[config.mk]
export PLATFORM = sky130hd
export DESIGN_NAME = usb_line_receiver
export DESIGN_NICKNAME = d
export VERILOG_FILES = /design/src/rtl/usb_serial_pkg.sv /design/src/rtl/usb_line_buffer.sv /design/src/rtl/usb_line_receiver.sv
export SDC_FILE = /design/constraint.sdc
export NUM_CORES = 1
export LEC_CHECK = 0
export ABC_AREA = 0
export CAP_MARGIN = 0
export CORE_MARGIN = 8
export CORE_UTILIZATION = 50
export DETAILED_ROUTE_END_ITERATION = 10
export HOLD_SLACK_MARGIN = 0.05
export PLACE_DENSITY = 0.8
export SYNTH_ARGS = -nofsm -noshare
export SYNTH_HDL_FRONTEND = slang
export SYNTH_SLANG_ARGS = --single-unit
[constraint.sdc]
create_clock -name clk_48mhz -period 3.7 [get_ports clk_48mhz]
set_clock_uncertainty 0.1 [all_clocks]
set_input_delay 1.11 -clock clk_48mhz [delete_from_list [all_inputs] [get_ports clk_48mhz]]
set_output_delay 1.11 -clock clk_48mhz [all_outputs]
set_load 0.1 [all_outputs]
[src/rtl/usb_serial_pkg.sv]
// Shared constants and helpers for the USB serial line path (sender and receiver).
package usb_serial_pkg;

  // Control and printable-range characters
  localparam logic [7:0] CHAR_CR    = 8'h0D;
  localparam logic [7:0] CHAR_LF    = 8'h0A;
  localparam logic [7:0] CHAR_BS    = 8'h08;
  localparam logic [7:0] CHAR_DEL   = 8'h7F;
  localparam logic [7:0] CHAR_SP    = 8'h20;
  localparam logic [7:0] CHAR_TILDE = 8'h7E;

  // Receiver state encoding
  localparam logic RX_COLLECT = 1'b0;
  localparam logic RX_HOLD    = 1'b1;

  typedef enum logic {
    ST_COLLECT = RX_COLLECT,
    ST_HOLD    = RX_HOLD
  } rx_state_e;

  function automatic logic is_terminator(input logic [7:0] b);
    return (b == CHAR_CR) || (b == CHAR_LF);
  endfunction

  function automatic logic is_erase(input logic [7:0] b);
    return (b == CHAR_BS) || (b == CHAR_DEL);
  endfunction

  function automatic logic is_printable(input logic [7:0] b);
    return (b >= CHAR_SP) && (b <= CHAR_TILDE);
  endfunction

endpackage

[src/rtl/usb_line_buffer.sv]
// Line shift register with length counter. Newest character sits in [7:0];
// pop undoes the last push; clear empties the line. Clear has priority.
module usb_line_buffer #(
  parameter int MAX_LEN = 32,
  parameter int LEN_W   = 6
) (
  input  logic                   clk,
  input  logic                   rst_n,
  input  logic                   push,
  input  logic [7:0]             push_byte,
  input  logic                   pop,
  input  logic                   clear,
  output logic [8*MAX_LEN-1:0]   data,
  output logic [LEN_W-1:0]       len,
  output logic                   full,
  output logic                   empty
);

  logic [8*MAX_LEN-1:0] data_q, data_d;
  logic [LEN_W-1:0]     len_q, len_d;

  assign full  = (len_q == LEN_W'(MAX_LEN));
  assign empty = (len_q == '0);
  assign data  = data_q;
  assign len   = len_q;

  // Next-state: push/pop are guarded against full/empty so callers need not care
  always_comb begin
    data_d = data_q;
    len_d  = len_q;
    if (clear) begin
      data_d = '0;
      len_d  = '0;
    end else if (push && !full) begin
      data_d = {data_q[8*MAX_LEN-9:0], push_byte};
      len_d  = len_q + LEN_W'(1);
    end else if (pop && !empty) begin
      data_d = data_q >> 8;
      len_d  = len_q - LEN_W'(1);
    end
  end

  // Buffer registers
  always_ff @(posedge clk or negedge rst_n) begin
    if (!rst_n) begin
      data_q <= '0;
      len_q  <= '0;
    end else begin
      data_q <= data_d;
      len_q  <= len_d;
    end
  end

endmodule

[src/rtl/usb_line_receiver.sv]
// Assembles bytes from usb_uart into lines with backspace editing and hands
// each completed line to a command decoder via valid/ready.
module usb_line_receiver
  import usb_serial_pkg::*;
#(
  parameter int MAX_LEN = 32,
  parameter int LEN_W   = 6
) (
  input  logic                  clk_48mhz,
  input  logic                  reset_n,
  input  logic [7:0]            uart_out_data,
  input  logic                  uart_out_valid,
  output logic                  uart_out_ready,
  output logic [8*MAX_LEN-1:0]  line_data,
  output logic [LEN_W-1:0]      line_len,
  output logic                  line_overflow,
  output logic                  line_valid,
  input  logic                  line_ready
);

  rx_state_e state_q, state_d;
  logic      overflow_q, overflow_d;
  logic      buf_push, buf_pop, buf_clear;
  logic      buf_full, buf_empty;

  usb_line_buffer #(
    .MAX_LEN (MAX_LEN),
    .LEN_W   (LEN_W)
  ) u_buf (
    .clk       (clk_48mhz),
    .rst_n     (reset_n),
    .push      (buf_push),
    .push_byte (uart_out_data),
    .pop       (buf_pop),
    .clear     (buf_clear),
    .data      (line_data),
    .len       (line_len),
    .full      (buf_full),
    .empty     (buf_empty)
  );

  // Handshake outputs decode the state register only, so no input-to-output path
  assign uart_out_ready = (state_q == ST_COLLECT);
  assign line_valid     = (state_q == ST_HOLD);
  assign line_overflow  = overflow_q;

  // Next-state and buffer control: classify accepted bytes, release line on ready
  always_comb begin
    state_d    = state_q;
    overflow_d = overflow_q;
    buf_push   = 1'b0;
    buf_pop    = 1'b0;
    buf_clear  = 1'b0;
    case (state_q)
      ST_COLLECT: begin
        if (uart_out_valid) begin
          if (is_terminator(uart_out_data)) begin
            // Empty lines (including the LF of CRLF) produce nothing
            if (!buf_empty) state_d = ST_HOLD;
          end else if (is_erase(uart_out_data)) begin
            buf_pop = 1'b1;
          end else if (is_printable(uart_out_data)) begin
            if (buf_full) overflow_d = 1'b1;
            else          buf_push   = 1'b1;
          end
        end
      end
      ST_HOLD: begin
        if (line_ready) begin
          buf_clear  = 1'b1;
          overflow_d = 1'b0;
          state_d    = ST_COLLECT;
        end
      end
      default: state_d = ST_COLLECT;
    endcase
  end

  // State and sticky overflow registers
  always_ff @(posedge clk_48mhz or negedge reset_n) begin
    if (!reset_n) begin
      state_q    <= ST_COLLECT;
      overflow_q <= 1'b0;
    end else begin
      state_q    <= state_d;
      overflow_q <= overflow_d;
    end
  end

endmodule

==> results of run 1 <==
[cells in the mapped netlist, types with 2 or more instances]
| cell type | count |
|---|---|
| o21ai_0 | 44 |
| inv_1 | 242 |
| clkbuf_1 | 43 |
| nor3_1 | 12 |
| o21ai_1 | 201 |
| mux2i_1 | 2 |
| a21o_1 | 2 |
| xor2_1 | 2 |
| ha_1 | 4 |
| buf_2 | 40 |
| buf_6 | 2 |
| nand2_1 | 13 |
| dfrtp_1 | 264 |
| a22oi_1 | 239 |
| a21oi_1 | 5 |
| o22ai_1 | 10 |
| nor2_1 | 2 |
| or2_2 | 2 |
| a221o_1 | 8 |
[how the worst max path moves through the flow]
| stage | to | slack (ns) | depth (start not counted) |
|---|---|---|---|
| 3_5_place_dp | u_buf.len[5] | -0.23 | 11 |
| 6_report | u_buf.len[5] | 0.23 | 11 |
| 4_1_cts | u_buf.len[5] | 0.29 | 11 |
| 5_1_grt | u_buf.data[139] | 0.07 | 8 |
| 2_1_floorplan | u_buf.len[5] | 0.03 | 11 |
| 3_3_place_gp | u_buf.data[123] | -0.19 | 8 |
[sequential cells by signal, summed over array words and instances (netlist names)]
| name | count |
|---|---|
| u_buf.data | 256 |
| line_valid | 1 |
| u_buf.len | 6 |
| line_overflow | 1 |
[metrics by stage]
stage / area (um2) / hold slack, ns / std cells / setup TNS (ns)
5_1_grt: 14940 / 0.4799 / 1721 / 0
3_3_place_gp: 14070 / 0.4194 / 1675 / -25.59
4_1_cts: 14940 / 0.4551 / 1721 / 0
3_5_place_dp: 14070 / 0.4442 / 1675 / -27.64
6_report: 14940 / 0.4478 / 1721 / 0
2_1_floorplan: 11540 / 0.7144 / 1161 / 0
[area by class of cell]
| type | instances | share of cell area [%] |
|---|---|---|
| Sequential cell | 264 | 44.24 |
| Multi-Input combinational cell | 569 | 24.44 |
| Timing Repair Buffer | 314 | 17.00 |
| Inverter | 243 | 6.106 |
| Clock buffer | 35 | 5.059 |
| Tap cell | 285 | 2.387 |
| Clock inverter | 11 | 0.7705 |
[metal layers]
layer  track usage [%]  up-vias  wire, um
li1                  -     4579         -
met1             31.91     4900     14680
met2             37.14      419     16330
met3             4.537       81      2429
met4             9.550        0      1350
met5                 0        -         0
[logic make-up (layout without fill, tap and decap cells)]
| family | count (synthesis) | count (layout) | share of synthesized area [%] |
|---|---|---|---|
| AO/OA/AOI/OAI | 518 | 518 | 28.48 |
| buffers and inverters | 328 | 603 | 11.23 |
| flip-flops | 264 | 264 | 57.25 |
| AND/OR/NAND/NOR | 40 | 40 | 1.930 |
| adder cells (fa/ha/maj) | 5 | 5 | 0.6072 |
| XOR/XNOR | 3 | 3 | 0.2277 |
| multiplexers | 3 | 3 | 0.2711 |
[critical path: cells and delay by family]
kind | cells | cell delay, ns
AND/OR/NAND/NOR | 2 | 0.22
adder cells (fa/ha/maj) | 1 | 0.25
buffers and inverters | 2 | 0.61
multiplexers | 1 | 0.37
AO/OA/AOI/OAI | 5 | 1.22
==> reports/metrics.cfg, run 1 <==
[yosys]
avgSynthCellArea_um2=9.940
synth_top_area_share_pct=57.25
ys.flop_type=dfrtp_1
ys_types=43
synthTopCellsByArea=dfrtp_1 (57%), a22oi_1 (16%), o21ai_1 (8.7%)
ys_warn_count=0
synthCells=1161
synth-edff-count=0
ys_ff_latch=264
yosys.area.top_type=dfrtp_1
netlist_area_mm2=0.01154
async_flop_share_pct=100.0
ys_seq_area_share_pct=57.25
synth_fp_nets=1178

[sta]
max_freq_mhz=288.6
rsz0062_at_grt=no
hold_viol_final=0
slew_headroom_pct=50.65
tightest_slew_ns=0.7403
period_minus_slack_ns=3.466
fin_crit_sh_pct=93.66
finalSetupViolCount=0
worst_slack_ns=0.2345
drv_slew=0

[setup_path]
critPathLaunch=uart_out_data[5]
critPathArrivalTime_ns=3.78
max_stage_delay_ns=0.52
timing.rr.start=u_buf.len[0]
worst-r2r-cell-count=10
regToRegSetupSlack_ns=0.59
required_ns=4.01
cp_slowest_cell=clkdlybuf4s50_1
crit_fanout=4
crit-reg2reg-capture=u_buf.len[5]
crit_type=in2reg
crit_chain=clkdlybuf4s50_1, nand4_1, o211ai_1, nor3_4, inv_2, ha_1, a211oi_1, o21bai_1, a21oi_1, mux2_2, o32a_1
startpoint_type=input pin
crit_path_end_kind=flop

[layout]
syn2layout_area_growth_pct=29.46
final_cell_mix=buf_4 (291), dfrtp_1 (262), inv_1 (242), a22oi_1 (239), o21ai_1 (201)
final_common_cell=buf_4
fin_util_pct=65.99
fill_cells=1775
drive_gt1_share_pct=25.07
multiInputGateArea_mm2=0.003651
layout.area.seq_mm2=0.006609
final_nets=1436
antenna_cells=0

[min_path]
hold-path-endpoint=u_buf.data[5]
min_path_cells=2
hold_start=u_buf.data[5]
hold_class=reg2reg

[detailed_routing]
drt-total-wl_um=34780
first_pass_iters=5
vias=9979
drtIter0Drc=1158
drt.antenna.violating_nets=0
drc_errors=0
routedWlPerCell_um=20.21
vias_per_cell=5.798

[placement]
port_buffers=276
place_hpwl_um=23790
finalWeightedCongestion=0.8624
place_ws_ns=-0.2342

[floorplan]
pin_count=277
fp-row-count=55
coreArea_mm2=0.02264
initial_core_util_pct=50.97
die_w_um=167.9
dieHeight_um=167.9
dieArea_mm2=0.02820

[cts]
cts_resized=0
ctsHoldBuffers=0
clockBufferDepth=3
cts_sinks=264
cts_tree=built
htreeDepth=1
clk_pin_slew_ns=0.07
numCtsBuffers=27
clockRootBuffer=clkbuf_16
cts_setup_buffers=0
insertion_delay_ns=0.53

[grt]
grt_pass1_vias=9593
grt_max_degree=134
grt_usage_pct=23.65
antenna_found_initial=0
grt_overflow=0
grt_pass1_wl_um=55100

[run_status]
status=completed

[run]
cap_viol_max_count=0

Power of run 1 is left out: the tool's default activity adds up to more than one toggle a clock period on the data nets, which glitch-free logic cannot reach.
==> run 2: changes to the inputs <==
--- a/config.mk
+++ b/config.mk
@@ -11,7 +11,9 @@
 export CORE_UTILIZATION = 50
 export DETAILED_ROUTE_END_ITERATION = 10
 export HOLD_SLACK_MARGIN = 0.05
-export PLACE_DENSITY = 0.8
+export PLACE_DENSITY = 0.78
 export SYNTH_ARGS = -nofsm -noshare
 export SYNTH_HDL_FRONTEND = slang
+export SYNTH_HIERARCHICAL = 1
 export SYNTH_SLANG_ARGS = --single-unit
+export TNS_END_PERCENT = 20
==> constraint.sdc (replaced) <==
create_clock -name clk_48mhz -period 3.7 [get_ports clk_48mhz]
set_clock_uncertainty 0.1 [all_clocks]
set_input_delay 1.11 -clock clk_48mhz [delete_from_list [all_inputs] [get_ports clk_48mhz]]
set_output_delay 1.11 -clock clk_48mhz [all_outputs]
set_load 0.02 [all_outputs]
==> run 2 against run 1 <==
Register-to-register slack gained 0.04 ns. Cell count is 4.9% higher. First-iteration DRC count decreased by 36%. Via count is 0.95% higher. Critical path depth is 2 lower. Global-route usage shrank 1.6 points. Worst setup slack better by 0.20 ns. Non-clock buffer count increased by 11. Wire length increased by 5.6%. Final area grew 17%. Core utilization is 0.82 points lower. Synthesized area up 17%. Critical path type unchanged. Largest cell class unchanged.
==> reports/metrics.cfg, run 2 <==
[placement]
port_buffers=276  ; unchanged
place_hpwl_um=25800  ; +8.4%
finalWeightedCongestion=0.8229  ; -4.6%

[setup_path]
crit_path_end_kind=flop
crit_fanout=70  ; +66
startpoint_type=input pin
critPathArrivalTime_ns=3.59  ; -0.19 ns
cp_top_family=buffers and inverters
required_ns=4.02  ; about the same
cp_slowest_cell=clkdlybuf4s50_1
path_buf_inv=3  ; +1
crit_chain=clkdlybuf4s50_1, and2b_1, nand4_1, and3b_2, o21ai_4, buf_12, buf_4, mux2i_1, o21ai_2
crit_type=in2reg
max_stage_delay_ns=0.46  ; -0.06 ns

[run]
cap_viol_max_count=0  ; unchanged

[cts]
clockRootBuffer=clkbuf_16
insertion_delay_ns=0.54  ; about the same
cts_tree=built
htreeDepth=1  ; unchanged
cts_sinks=264  ; unchanged
clk_pin_slew_ns=0.06  ; about the same
clockBufferDepth=3  ; unchanged
cts_setup_buffers=0  ; unchanged
cts_resized=0  ; unchanged
numCtsBuffers=28  ; +3.7%
ctsHoldBuffers=0  ; unchanged

[detailed_routing]
first_pass_iters=5  ; unchanged
drc_errors=0  ; unchanged
vias_per_cell=5.578  ; -3.8%
drt-total-wl_um=36720  ; +5.6%
vias=10074  ; +0.95%
drtIter0Drc=740  ; -36%
routedWlPerCell_um=20.33  ; +0.61%
drt.antenna.violating_nets=0  ; unchanged

[sta]
drv_slew=0  ; unchanged
finalSetupViolCount=0  ; unchanged
rsz0062_at_grt=no
whs_ns=0.3242  ; -0.1236 ns
max_freq_mhz=306.0  ; +6.0%
tightest_slew_ns=0.6314  ; -0.1089 ns
hold_viol_final=0  ; unchanged
tns_ns=0  ; unchanged
slew_headroom_pct=57.75  ; +7.1 points
fin_crit_sh_pct=88.33  ; -5.3 points
period_minus_slack_ns=3.268  ; -0.1972 ns

[yosys]
synthXorXnorAreaFrac_pct=0.1939  ; -0.034 points
synthAdderAreaFrac_pct=0.5172  ; -0.090 points
netlist_area_mm2=0.01355  ; +17%
avgSynthCellArea_um2=11.51  ; +16%
yosys.area.top_type=dfrtp_1
synthTopCellsByArea=dfrtp_1 (49%), mux2i_1 (18%), o21ai_2 (14%)
ys_types=48  ; +12%
ys_ff_latch=264  ; unchanged
synthCells=1177  ; +1.4%
synth_fp_nets=1194  ; +1.4%
yosys-top-cells-count=dfrtp_1 (264), nand2_1 (253), mux2i_1 (248)
synth_top_area_share_pct=48.76  ; -8.5 points
synth_compound_area_share_pct=16.91  ; -12 points
synth_simple_gate_area_share_pct=8.312  ; +6.4 points
ys_warn_count=6  ; +6
muxShareOfSynthArea_pct=18.49  ; +18 points
ys_seq_area_share_pct=48.76  ; -8.5 points
ys.flop_type=dfrtp_1
synth_most_common_cell=dfrtp_1
synth_top_family_by_area=multiplexers
async_flop_share_pct=100.0  ; unchanged
synth-edff-count=0  ; unchanged

[floorplan]
coreArea_mm2=0.02680  ; +18%
die_w_um=180.6  ; +7.6%
dieArea_mm2=0.03262  ; +16%
dieHeight_um=180.6  ; +7.6%
initial_core_util_pct=50.55  ; -0.42 points
fp-row-count=60  ; +9.1%
pin_count=277  ; unchanged

[layout]
syn2layout_area_growth_pct=28.92
final_cell_mix=clkdlybuf4s50_1 (275), dfrtp_1 (264), nand2_1 (253), mux2i_1 (248), o21ai_2 (210)
final_nets=1461  ; +1.7%
drive_gt1_share_pct=21.57  ; -3.5 points
fill_cells=2061  ; +16%
antenna_cells=0  ; unchanged
final_common_cell=clkdlybuf4s50_1
fin_util_pct=65.17  ; -0.82 points
largest_reg_flops=256  ; unchanged

[grt]
grt_usage_pct=22.02  ; -1.6 points
grt_overflow=0  ; unchanged
antenna_found_initial=0  ; unchanged
grt_max_degree=86  ; -36%
grt_pass1_vias=10435  ; +8.8%
grt_pass1_wl_um=59710  ; +8.4%

[power]
ir_drop_uv=485.2
pwr_density_cell_mw_per_mm2=448.2
power.leakage_uw=0.008498

[run_status]
status=completed

[min_path]
hold_class=in2async

run 2: changes by cell type after synthesis, moves of 21 or more:
cell | previous run | this run
o21ai_2 | 0 | 210
nand2_1 | 13 | 253
clkbuf_1 | 43 | 3
a22oi_1 | 239 | 0
buf_12 | 0 | 21
o21ai_0 | 44 | 20
buf_4 | 0 | 21
mux2i_1 | 2 | 248
o21ai_1 | 201 | 21
inv_1 | 242 | 4
run 2: logic make-up after synthesis:
group | after synthesis
buffers and inverters | 92
and+or+nand+nor | 282
xor gates and xnor gates | 3
DFF | 264
AOI/OAI and AO/OA | 281
adders and majority gates | 5
muxes | 250
run 2: path summary, 6_finish.rpt:
path,start,endpoint,slack [ns],cells past startpoint
setup reg to reg,u_buf/len[2],u_buf/data[203],0.63,8
min in group clk_48mhz,u_buf/data[253],u_buf/data[253],0.44,1
setup / recovery,uart_out_data[7],u_buf/data[203],0.43,9
hold / removal,reset_n,u_buf/len[3],0.32,1
max in group asynchronous,reset_n,u_buf/data[181],2.38,2
hold reg to reg,u_buf/data[253],u_buf/data[253],0.44,1
run 2: report_power, final:
group	internal (uW)	switching (uW)	total (uW)
logic	733	1060	1790
clock network	1710	1140	2860
registers	3010	174	3180
run 2: stage by stage:
stage                     setup slack, ns  cell area (um2)  total power, uW  std cells
after floorplan                   0.01846            13550             4492       1177
after global placement            0.02385            16510             5003       1755
after detailed placement         -0.04854            16510             5026       1755
after CTS                          0.4877            17470             7892       1806
after global routing               0.3336            17470             8162       1806
final                              0.4316            17470             7828       1806
run 2: cell type report:
type / instances / area (um2) / share of cell area [%]
sequential: 264 / 6606 / 37.83
multi-input combinational: 821 / 6041 / 34.59
clock inverter: 6 / 57.56 / 0.3295
clock buffer: 45 / 895.9 / 5.129
tap: 341 / 426.7 / 2.443
inverter: 4 / 15.01 / 0.08597
timing repair buffer: 325 / 3423 / 19.60
run 2: worst register-to-register path, stage by stage, from the launching register on:
cell	delay, ns
dfrtp_1	0.42
or4_4	0.63
nor2_1	0.16
and3b_2	0.26
o21ai_4	0.11
buf_12	0.41
buf_4	0.50
mux2i_1	0.30
o21ai_2	0.07
run 2: layer usage:
metal	track usage, %	share of wire, %
met1	28.83	43
met2	36.46	49
met3	5.202	6.0
met4	5.291	1.9
met5	0	0
(Power assumes the default switching activity.)
